<file path="src/rtl/fifo_ctrl_arb.sv">
// FIFO controller: two-requester round-robin write arbiter, read handshake,
// occupancy tracking and FIFO flush/clear sequencing.
module fifo_ctrl_arb #(
   parameter int unsigned FIFO_depth  = 16,
   parameter int unsigned FIFO_width  = 8,
   parameter int unsigned FIFO_cntr_w = 5
) (
   input  logic                   clk,
   input  logic                   FIFO_reset,
   input  logic                   wr_req0,
   input  logic                   wr_req1,
   input  logic [FIFO_width-1:0]  wr_data0,
   input  logic [FIFO_width-1:0]  wr_data1,
   output logic                   wr_gnt0,
   output logic                   wr_gnt1,
   input  logic                   rd_req,
   output logic                   rd_ack,
   input  logic                   flush_req,
   input  logic                   clear_req,
   output logic [FIFO_width-1:0]  fifo_data_in,
   output logic                   fifo_push,
   output logic                   fifo_pop,
   output logic                   fifo_reset_n,
   output logic                   fifo_clr_n,
   output logic [FIFO_cntr_w-1:0] count,
   output logic                   full,
   output logic                   empty,
   output logic                   busy
);

   typedef enum logic [1:0] {
      ST_INIT  = 2'd0,
      ST_RUN   = 2'd1,
      ST_FLUSH = 2'd2,
      ST_CLEAR = 2'd3
   } state_t;

   localparam logic [FIFO_cntr_w-1:0] DEPTH_CNT = FIFO_cntr_w'(FIFO_depth);

   state_t                 state_q, state_d;
   logic [FIFO_cntr_w-1:0] count_q, count_d;
   logic                   prio_q, prio_d;

   logic run;
   logic pop_en;
   logic arb_en;
   logic both_req;

   // Handshake outputs decoded from state, count and priority pointer.
   // Pops never look at grants, so grant-through-pop has no loop.
   always_comb begin
      run      = (state_q == ST_RUN);
      pop_en   = run & rd_req & (count_q != '0);
      arb_en   = run & ((count_q < DEPTH_CNT) | pop_en);
      both_req = wr_req0 & wr_req1;

      wr_gnt0      = arb_en & wr_req0 & (~wr_req1 | ~prio_q);
      wr_gnt1      = arb_en & wr_req1 & (~wr_req0 |  prio_q);
      fifo_push    = wr_gnt0 | wr_gnt1;
      fifo_data_in = wr_gnt1 ? wr_data1 : wr_data0;
      fifo_pop     = pop_en;
      rd_ack       = pop_en;

      fifo_reset_n = (state_q != ST_FLUSH);
      fifo_clr_n   = ~((state_q == ST_INIT) | (state_q == ST_CLEAR));
      busy         = ~run;
      count        = count_q;
      empty        = (count_q == '0);
      full         = (count_q == DEPTH_CNT);
   end

   // Next state, occupancy and arbitration pointer.
   always_comb begin
      state_d = state_q;
      count_d = count_q;
      prio_d  = prio_q;
      unique case (state_q)
         ST_INIT: state_d = ST_RUN;
         ST_RUN: begin
            if (arb_en & both_req) prio_d = ~prio_q;
            if (fifo_push & ~pop_en)      count_d = count_q + FIFO_cntr_w'(1);
            else if (pop_en & ~fifo_push) count_d = count_q - FIFO_cntr_w'(1);
            if (clear_req)      state_d = ST_CLEAR;
            else if (flush_req) state_d = ST_FLUSH;
         end
         ST_FLUSH, ST_CLEAR: begin
            count_d = '0;
            state_d = ST_RUN;
         end
         default: state_d = ST_INIT;
      endcase
   end

   // State register; synchronous reset overrides every pending update.
   always_ff @(posedge clk) begin
      if (FIFO_reset) begin
         state_q <= ST_INIT;
         count_q <= '0;
         prio_q  <= 1'b0;
      end else begin
         state_q <= state_d;
         count_q <= count_d;
         prio_q  <= prio_d;
      end
   end

endmodule

</file>
<file path="config.mk">
export PLATFORM = sky130hd
export DESIGN_NAME = fifo_ctrl_arb
export DESIGN_NICKNAME = d
export VERILOG_FILES = /design/src/rtl/fifo_ctrl_arb.sv
export SDC_FILE = /design/constraint.sdc
export NUM_CORES = 1
export LEC_CHECK = 0
export ABC_CLOCK_PERIOD_IN_PS = 6500
export BUFFER_PORTS_ARGS = -buffer_cell sky130_fd_sc_hd__buf_2
export CORE_MARGIN = 1
export CORE_UTILIZATION = 35
export DETAILED_ROUTE_END_ITERATION = 6
export PLACE_DENSITY = 0.73
export SLEW_MARGIN = 20
export SYNTH_ARGS = -nofsm -noshare
export SYNTH_HDL_FRONTEND = slang
export SYNTH_SLANG_ARGS = --single-unit
</file>
<file path="constraint.sdc">
create_clock -name clk -period 6.5 [get_ports clk]
set_input_delay 0.325 -clock clk [delete_from_list [all_inputs] [get_ports clk]]
set_output_delay 0.325 -clock clk [all_outputs]
set_load 0.01 [all_outputs]
</file>
==> Yosys cells after proc, flatten, opt, wreduce, memory -nomap -nowiden <==
Cells that the tools add are included.
{ "word_totals": {"ff_bits": 8, "out_inout_bits": 23} }
{ "op_classes": {"reduce_logical": 8, "mux": 7, "order_cmp": 1, "bitwise": 23, "eq_ne": 7, "addsub": 2} }
{ "ops": {"columns": ["operator", "n"], "rows": [
  ["1-bit bitwise AND", 11],
  ["5-bit 2-to-1 mux", 2],
  ["5-bit case mux with 2 select lines", 1],
  ["8-bit 2-to-1 mux", 1],
  ["1-bit NOT", 7],
  ["5-bit by 1-bit adder with 5-bit output (second input constant)", 1],
  ["5-bit == test (second input constant)", 1],
  ["5-bit logical NOT", 1],
  ["5-bit less-than comparator (second input constant)", 1],
  ["1-bit OR", 5],
  ["5-bit nonzero test", 1],
  ["5-bit by 1-bit subtractor with 5-bit output (second input constant)", 1],
  ["2-bit == test (second input constant)", 2],
  ["2-bit 2-to-1 mux", 2],
  ["2-bit case mux with 2 select lines", 1],
  ["2-bit AND reduction", 2],
  ["3-bit by 1-bit inequality test with 1-bit output (second input constant)", 1],
  ["3-bit inequality test (second input constant)", 1],
  ["3-bit OR reduction", 1],
  ["2-bit by 1-bit == test with 1-bit output (second input constant)", 1],
  ["2-bit logical NOT", 1],
  ["2-bit inequality test (second input constant)", 1],
  ["2-bit nonzero test", 1],
  ["2-bit OR reduction", 1]
]} }

==> Logic depth before layout (Yosys ltp) <==
Gate-level depths: netlist of run 1.
{ "logic_depth": {"word_depth": 13, "mapped_depth": 10, "ltp_nobuf": 10} }

==> Worst setup path after synthesis of run 1 <==
No wires, ideal clock.
{ "synth_timing": {"path_kind": "register to register", "startpoint": "reg count_q[0] (netlist: count[0])", "endpoint": "reg count_q[4] (netlist: count[4])", "arrival_time_ns": 2.440, "period_less_slack_ns": 2.556, "slack_ns": 3.944, "n_path_buf": 0, "path_stages_with_launch": 9, "path_cell_list": "dfxtp_1 or4_4 a2111o_1 fa_1 a21o_1 a21oi_1 nor4_1 a31oi_1 nand2_1"} }
{ "synth_via": {"elab_chain_len": 11, "elab_cells_between_ends": 21, "classes_between": "2 x add/sub; 1 x order compare; 1 x eq/ne; 3 x mux; 12 x bitwise; 2 x reduce/logical"} }
{ "synth_rtl": {"columns": ["item", "line", "text"], "rows": [
  ["from (decl)", "41", "logic [FIFO_cntr_w-1:0] count_q, count_d;"],
  ["from (signal assigned)", "102", "count_q <= count_d;"],
  ["branches (longest 11 deep; another with 5-bit less-than comparator)", null, null]
]} }
Several ways; the timed one is not identified. The select of a mux whose other input is x is not followed.
A chain may end at the register's enable or synchronous reset.

==> Worst setup path after layout of run 1 <==
Ends and elaborated chain as after synthesis.

==> results of run 1 <==
routing by layer:
| metal | share of wire [%] | vias to the layer above | GRT usage, % | wire (um) |
|---|---|---|---|---|
| met5 | 0 | - | 0 | 0 |
| met4 | 0.46 | 0 | 5.88 | 9 |
| met3 | 3.7 | 2 | 4.09 | 73 |
| met2 | 49 | 22 | 29.1 | 963 |
| met1 | 47 | 367 | 21.6 | 920 |
| li1 | - | 407 | - | - |
power by group through the flow:
stage / Clock [mW] / Combinational, mW / Sequential [mW]
global route: 0.0443 / 0.194 / 0.0828
floorplan: 0 / 0.127 / 0.0784
finish: 0.0375 / 0.178 / 0.0807
detailed placement: 0 / 0.174 / 0.0809
global placement: 0 / 0.170 / 0.0791
CTS: 0.0394 / 0.176 / 0.0799
synth_stat cells, drive strengths merged, types with 2 or more instances:
cell | count | share of area [%]
nor2 | 10 | 5.0
a21oi | 8 | 5.3
dfxtp | 8 | 21
ha | 8 | 13
inv | 8 | 4.0
mux2 | 8 | 12
nand3 | 5 | 3.3
nand2 | 4 | 2.0
xor2 | 3 | 3.5
a21o | 2 | 2.2
a31oi | 2 | 2.5
buf | 2 | 2.0
nand2b | 2 | 1.7
nor3 | 2 | 1.3
o21ai | 2 | 1.3
or3 | 2 | 1.7
cells by family after synthesis:
logic type,count (synthesis)
buffers and inverters,11
XOR/XNOR,3
flip-flops,8
adder cells (fa/ha/maj),9
multiplexers,9
AO/OA/AOI/OAI,19
AND/OR/NAND/NOR,30
worst max-delay path by stage:
stage                                     start               endpoint  slack (ps)  depth (start not counted)
after floorplan           count[0]$_SDFFE_PP0P_  count[4]$_SDFFE_PP0P_        3940                          8
after global placement    count[0]$_SDFFE_PP0P_  count[4]$_SDFFE_PP0P_        3910                          8
after detailed placement  count[0]$_SDFFE_PP0P_  count[4]$_SDFFE_PP0P_        3800                          8
after CTS                 count[0]$_SDFFE_PP0P_  count[4]$_SDFFE_PP0P_        3760                          8
after global routing      count[0]$_SDFFE_PP0P_  count[4]$_SDFFE_PP0P_        3640                          8
final                     count[0]$_SDFFE_PP0P_  count[4]$_SDFFE_PP0P_        3740                          8
flip-flops by register name, summed over array words and instances (netlist names):
name and flops:
count 5, prio_q 1, state_q 2
critical path: cells and delay by family, from the launching register on:
| family | cells | cell delay [ps] |
|---|---|---|
| adders and majority gates | 1 | 450 |
| and+or+nand+nor | 3 | 720 |
| DFF | 1 | 370 |
| AOI/OAI and AO/OA | 4 | 1120 |
final cells by class:
cell class	count	area, sq um	share of cell area [%]
Sequential cell	8	160	15.8
Tap cell	27	33.8	3.33
Clock buffer	3	22.5	2.22
Multi-Input combinational cell	70	544	53.6
Timing Repair Buffer	45	225	22.2
Inverter	8	30.0	2.96
stage by stage:
step / util, % / setup slack, ps / instances / instance area (sq um)
after floorplan: - / 3940 / 89 / 753
after global placement: 49.6 / 3910 / 158 / 993
after detailed placement: 49.6 / 3800 / 158 / 993
after CTS: 50.7 / 3760 / 161 / 1020
after global routing: 50.7 / 3640 / 161 / 1020
final: 50.7 / 3740 / 161 / 1020
==> flow_summary.yaml, run 1 <==
placed_design:
  io_buffers: 45
  dpl.hpwl_um: 1560
  place_congestion: 0.777
power_and_ir_drop:
  internal_power_uw: 165
  leakagePower_nw: 0.539
  vdd_ir_drop_max_v: 0.000218
  power_switching_uw: 131
  swShare_pct: 44.3
  p_per_area_nw_per_um2: 291
  clock_power_share_pct: 12.7
  seqPwrFrac_pct: 27.3
  p_total_uw: 296
  combPwrFrac_pct: 60.0
cells_and_area:
  drive_above_1_share_pct: 46.3
  diodes: 0
  synthToLayoutAreaGrowth_pct: 34.9
  num-nets-final: 168
  final_common_cell: "buf_2"
  n_fill_cell: 185
  mostFrequentLayoutCells: "buf_2, nor2_1"
worst_setup_path:
  reg2reg_from: "count[0]$_SDFFE_PP0P_"
  arrival_ps: 2900
  slowest_delay_ps: 570
  crit_required_ps: 6640
  ff2ff_setup_slack_ps: 3740
  cp_cell_sequence: "or4_4 > a2111o_1 > fa_1 > a21o_1 > a21oi_1 > nor4_1 > a31oi_1 > nand2_1"
  r2r-end: "count[4]$_SDFFE_PP0P_"
  start_kind: "flip-flop"
  critPathSlowestCell: "or4_4"
  crit_path_end_kind: "flip-flop"
  cp_max_fo: 6
  critical_path_class: "reg2reg"
  worstRegToRegCells: 8
global_routing:
  grt_max_degree: 11
  grt_pass1_wl_um: 3230
  antenna_found_initial: 0
  grt_pass1_vias: 721
  grt-ovfl-total: 0
  grtUsageTotal_pct: 17.3
min_path:
  hp-start: "clear_req"
  whs_path_depth: 3
  hold-path-endpoint: "state_q[0]$_SDFFE_PP0P_"
  hold_path.class: "in2reg"
die:
  ios: 46
  dieArea_sq_um: 2340
  coreArea_sq_um: 2000
  die_y_um: 48.4
  rows: 16
  start_util_pct: 37.6
  die_w_um: 48.4
clock_tree:
  cts_root_buf: "clkbuf_4"
  cts_resized: 0
  cts_max_level: 1
  cts_buffer_depth: 2
  cts.sinks: 8
  clkSlewWorstSetupHoldPaths_ps: 60
  insertion_delay_ps: 250
  hold_buffers: 0
  cts_tree: "built"
  cts_buffers: 3
  postCtsSetupBuffers: 0
sta:
  final.setup_skew_ps: 5.26
  final_hold_viol_count: 0
  rsz0062_at_grt: "no"
  setup_viol: 0
  timing.hold.ws_ps: 320
  finalCritPeriodShare_pct: 42.4
  drv_slew: 0
  slew_headroom_pct: 74.3
  fmax_ghz: 0.363
  period_needed_ps: 2760
  worst_pin_slew_ps: 385
  tns_ps: 0
logic_synthesis:
  syn_inst: 89
  synth_adder_area_share_pct: 15.9
  syn_area_sq_um: 753
  synth_xor_area_share_pct: 3.49
  synth_fp_nets: 121
  yosys.area_share.simple_pct: 20.1
  synthMuxAreaShare_pct: 13.3
  yosysSeqAreaShare_pct: 21.3
  yosysWarnings: 0
  synth_cell_type_count: 32
  synth-edff-count: 0
  synth_compound_area_share_pct: 19.4
  synth_top_family_by_area: "simple AND/OR/NAND/NOR gates"
  ys_seq_elements: 8
  synthArstFlopShare_pct: 0
  ys.flop_type: "dfxtp_1"
  synth.avg_cell_area_sq_um: 8.46
outcome:
  status: "finished, final reports clean"
route:
  wl_per_cell_um: 12.2
  initialDrtViolationCount: 12
  drt_drc_violations_left: 0
  wirelength_um: 1970
  ant_nets: 0
  num_vias: 798
  vias_per_cell: 4.96
  firstDrtPassIters: 4
job:
  cap_violations: 0
Power figures use the tool's default switching activity.
==> run 2, diff against run 1 <==
--- a/config.mk
+++ b/config.mk
@@ -5,7 +5,8 @@
 export SDC_FILE = /design/constraint.sdc
 export NUM_CORES = 1
 export LEC_CHECK = 0
-export ABC_CLOCK_PERIOD_IN_PS = 6500
+export ABC_AREA = 1
+export ABC_CLOCK_PERIOD_IN_PS = 2880
 export BUFFER_PORTS_ARGS = -buffer_cell sky130_fd_sc_hd__buf_2
 export CORE_MARGIN = 1
 export CORE_UTILIZATION = 35
==> constraint.sdc (replaced) <==
create_clock -name clk -period 2.88 [get_ports clk]
set_input_delay 0.144 -clock clk [delete_from_list [all_inputs] [get_ports clk]]
set_output_delay 0.144 -clock clk [all_outputs]
set_load 0.01 [all_outputs]
==> run 2 against run 1 <==
Net effect:
- setup slack got worse by 3400 ps
- largest power group unchanged
- worst hold slack got worse by 170 ps
- critical path depth rose by 9
- core utilization rose by 0.54 points
- combinational power increased by 80%
- power is 89% higher
- clock skew down 1.4 ps
- register-to-register slack worse by 3400 ps
==> flow_summary.yaml, run 2 <==
route:
  firstDrtPassIters: 5
  ant_nets: 0
  wirelength_um: 1960
  num_vias: 929
  vias_per_cell: 4.69
  wl_per_cell_um: 9.87
  initialDrtViolationCount: 18
  drt_drc_violations_left: 0
power_and_ir_drop:
  p_total_uw: 561
  combPwrFrac_pct: 57.2
  seqPwrFrac_pct: 27.6
  vdd_ir_drop_max_v: 0.000342
  leakagePower_nw: 0.614
  clock_power_share_pct: 15.2
  internal_power_uw: 313
  power_switching_uw: 248
  p_per_area_nw_per_um2: 535
  swShare_pct: 44.2
global_routing:
  antenna_found_initial: 0
  grtUsageTotal_pct: 17.8
  grt-ovfl-total: 0
  grt_pass1_vias: 856
  grt_max_degree: 12
  grt_pass1_wl_um: 3410
logic_synthesis:
  synth-edff-count: 0
  ys.flop_type: "dfxtp_1"
  ys_seq_elements: 8
  syn_area_sq_um: 785
  syn_inst: 125
  yosys.cell_count.top_type: "nand2_1"
  yosysSeqAreaShare_pct: 20.4
  synth.avg_cell_area_sq_um: 6.28
  yosysWarnings: 0
  synth_common_cells: "nand2_1, inv_1, nor2_1, a21oi_1, nand3_1"
  synth_fp_nets: 157
  synth_top_area_share_pct: 21.1
  yosysTopAreaCell: "nand2_1"
  synth_area_leaders: "nand2_1, dfxtp_1, ha_1, inv_1, a21oi_1"
  synthArstFlopShare_pct: 0
  synth_cell_type_count: 21
sta:
  drv_slew: 0
  slew_headroom_pct: 79.1
  finalCritPeriodShare_pct: 87.6
  setup_viol: 0
  final.setup_skew_ps: 3.82
  timing.hold.ws_ps: 152
  period_needed_ps: 2520
  tns_ps: 0
  worst_pin_slew_ps: 311
  final_hold_viol_count: 0
  fmax_ghz: 0.396
  rsz0062_at_grt: "no"
worst_setup_path:
  critPathSlowestCell: "ha_1"
  arrival_ps: 2720
  critical_path_class: "reg2reg"
  crit_top_cell: "nand2_1"
  crit_path_end_kind: "flip-flop"
  slowest_delay_ps: 340
  cp_cell_sequence: "inv_1 > ha_1 > inv_2 > a21oi_2 > nand2_2 > nand2_2 > nand2_2 > ha_1 > a21oi_1 > nand2_1 > nand2_1 > nand2_1 > nand2_1 > nand2_1 > nor2_1 > nand2_1 > a21oi_2"
  start_kind: "flip-flop"
  crit_required_ps: 3070
  cp_max_fo: 11
die:
  start_util_pct: 38.4
  coreArea_sq_um: 2040
  ios: 46
  die_w_um: 49.3
  dieArea_sq_um: 2430
  rows: 16
  die_y_um: 49.3
outcome:
  status: "finished, final reports clean"
cells_and_area:
  drive_above_1_share_pct: 33.9
  final_common_cell: "buf_2"
  n_fill_cell: 209
  mostFrequentLayoutCells: "buf_2, nand2_1, inv_1, nor2_1, a21oi_1"
  regArea_sq_um: 160
  diodes: 0
  largest_register_ffs: 5
  multi_input_area_sq_um: 546
  synthToLayoutAreaGrowth_pct: 33.5
  num-nets-final: 205
  layout.cells.non_filler: 198
  final_core_util_pct: 51.3
clock_tree:
  cts_buffers: 3
  insertion_delay_ps: 250
  postCtsSetupBuffers: 0
  cts_max_level: 1
  cts_tree: "built"
  clkSlewWorstSetupHoldPaths_ps: 50
  cts.sinks: 8
  cts_resized: 0
  cts_root_buf: "clkbuf_4"
  cts_buffer_depth: 2
  hold_buffers: 0
min_path:
  hold_path.class: "in2reg"
placed_design:
  dpl.hpwl_um: 1640
  io_buffers: 45
  place_congestion: 0.777
  placedCellCount: 195
job:
  cap_violations: 0
run 2: logic make-up (layout without fill, tap and decap cells):
family / Yosys count / in the layout / synth area share, %
fa+ha+maj: 9 / 9 / 15.3
compound gates: 14 / 14 / 10.5
xor+xnor: 2 / 2 / 2.23
simple gates: 74 / 74 / 41.5
buf+inv: 18 / 64 / 10.0
flops: 8 / 8 / 20.4
run 2: worst paths after layout:
check	end	startpoint	slack, ps	cells after the start
max	count[4]$_SDFFE_PP0P_	state_q[1]$_SDFFE_PP0P_	360	17
min	count[4]$_SDFFE_PP0P_	FIFO_reset	150	2
max reg2reg	count[4]$_SDFFE_PP0P_	state_q[1]$_SDFFE_PP0P_	360	17
min reg2reg	prio_q$_SDFFE_PP0P_	prio_q$_SDFFE_PP0P_	500	2
run 2: metal layers:
metal  vias up  GRT usage [%]  routed length, um
met5         -              0                  0
met4         0           10.3                 38
met3         5           2.80                178
met2        45           31.3                894
met1       390           20.1                843
li1        489              -                  -
run 2: power by group through the flow:
stage | logic (mW) | registers [mW] | clock network, mW
global route | 0.372 | 0.159 | 0.0933
CTS | 0.323 | 0.154 | 0.0889
global placement | 0.312 | 0.156 | 0
detailed placement | 0.320 | 0.156 | 0
finish | 0.321 | 0.155 | 0.0850
floorplan | 0.222 | 0.159 | 0
run 2: cell type report:
type	count	share of cell area (%)
multi-input combinational	99	52.1
timing repair buffer	45	21.5
sequential	8	15.3
inverter	16	5.73
tap	27	3.23
clock buffer	3	2.15
run 2: critical path: cells and delay by family, from the launching register on:
family                     cells  cell delay [ps]
and+or+nand+nor               10              890
DFF                            1              330
adders and majority gates      2              610
AOI/OAI and AO/OA              3              440
buffers and inverters          2              180
run 2: per-stage QoR:
| stage | cell area [sq um] | worst slack (ps) |
|---|---|---|
| after detailed placement | 1020 | 354 |
| after CTS | 1050 | 344 |
| after global placement | 1020 | 499 |
| after global routing | 1050 | 15.4 |
| final | 1050 | 356 |
| after floorplan | 785 | 661 |
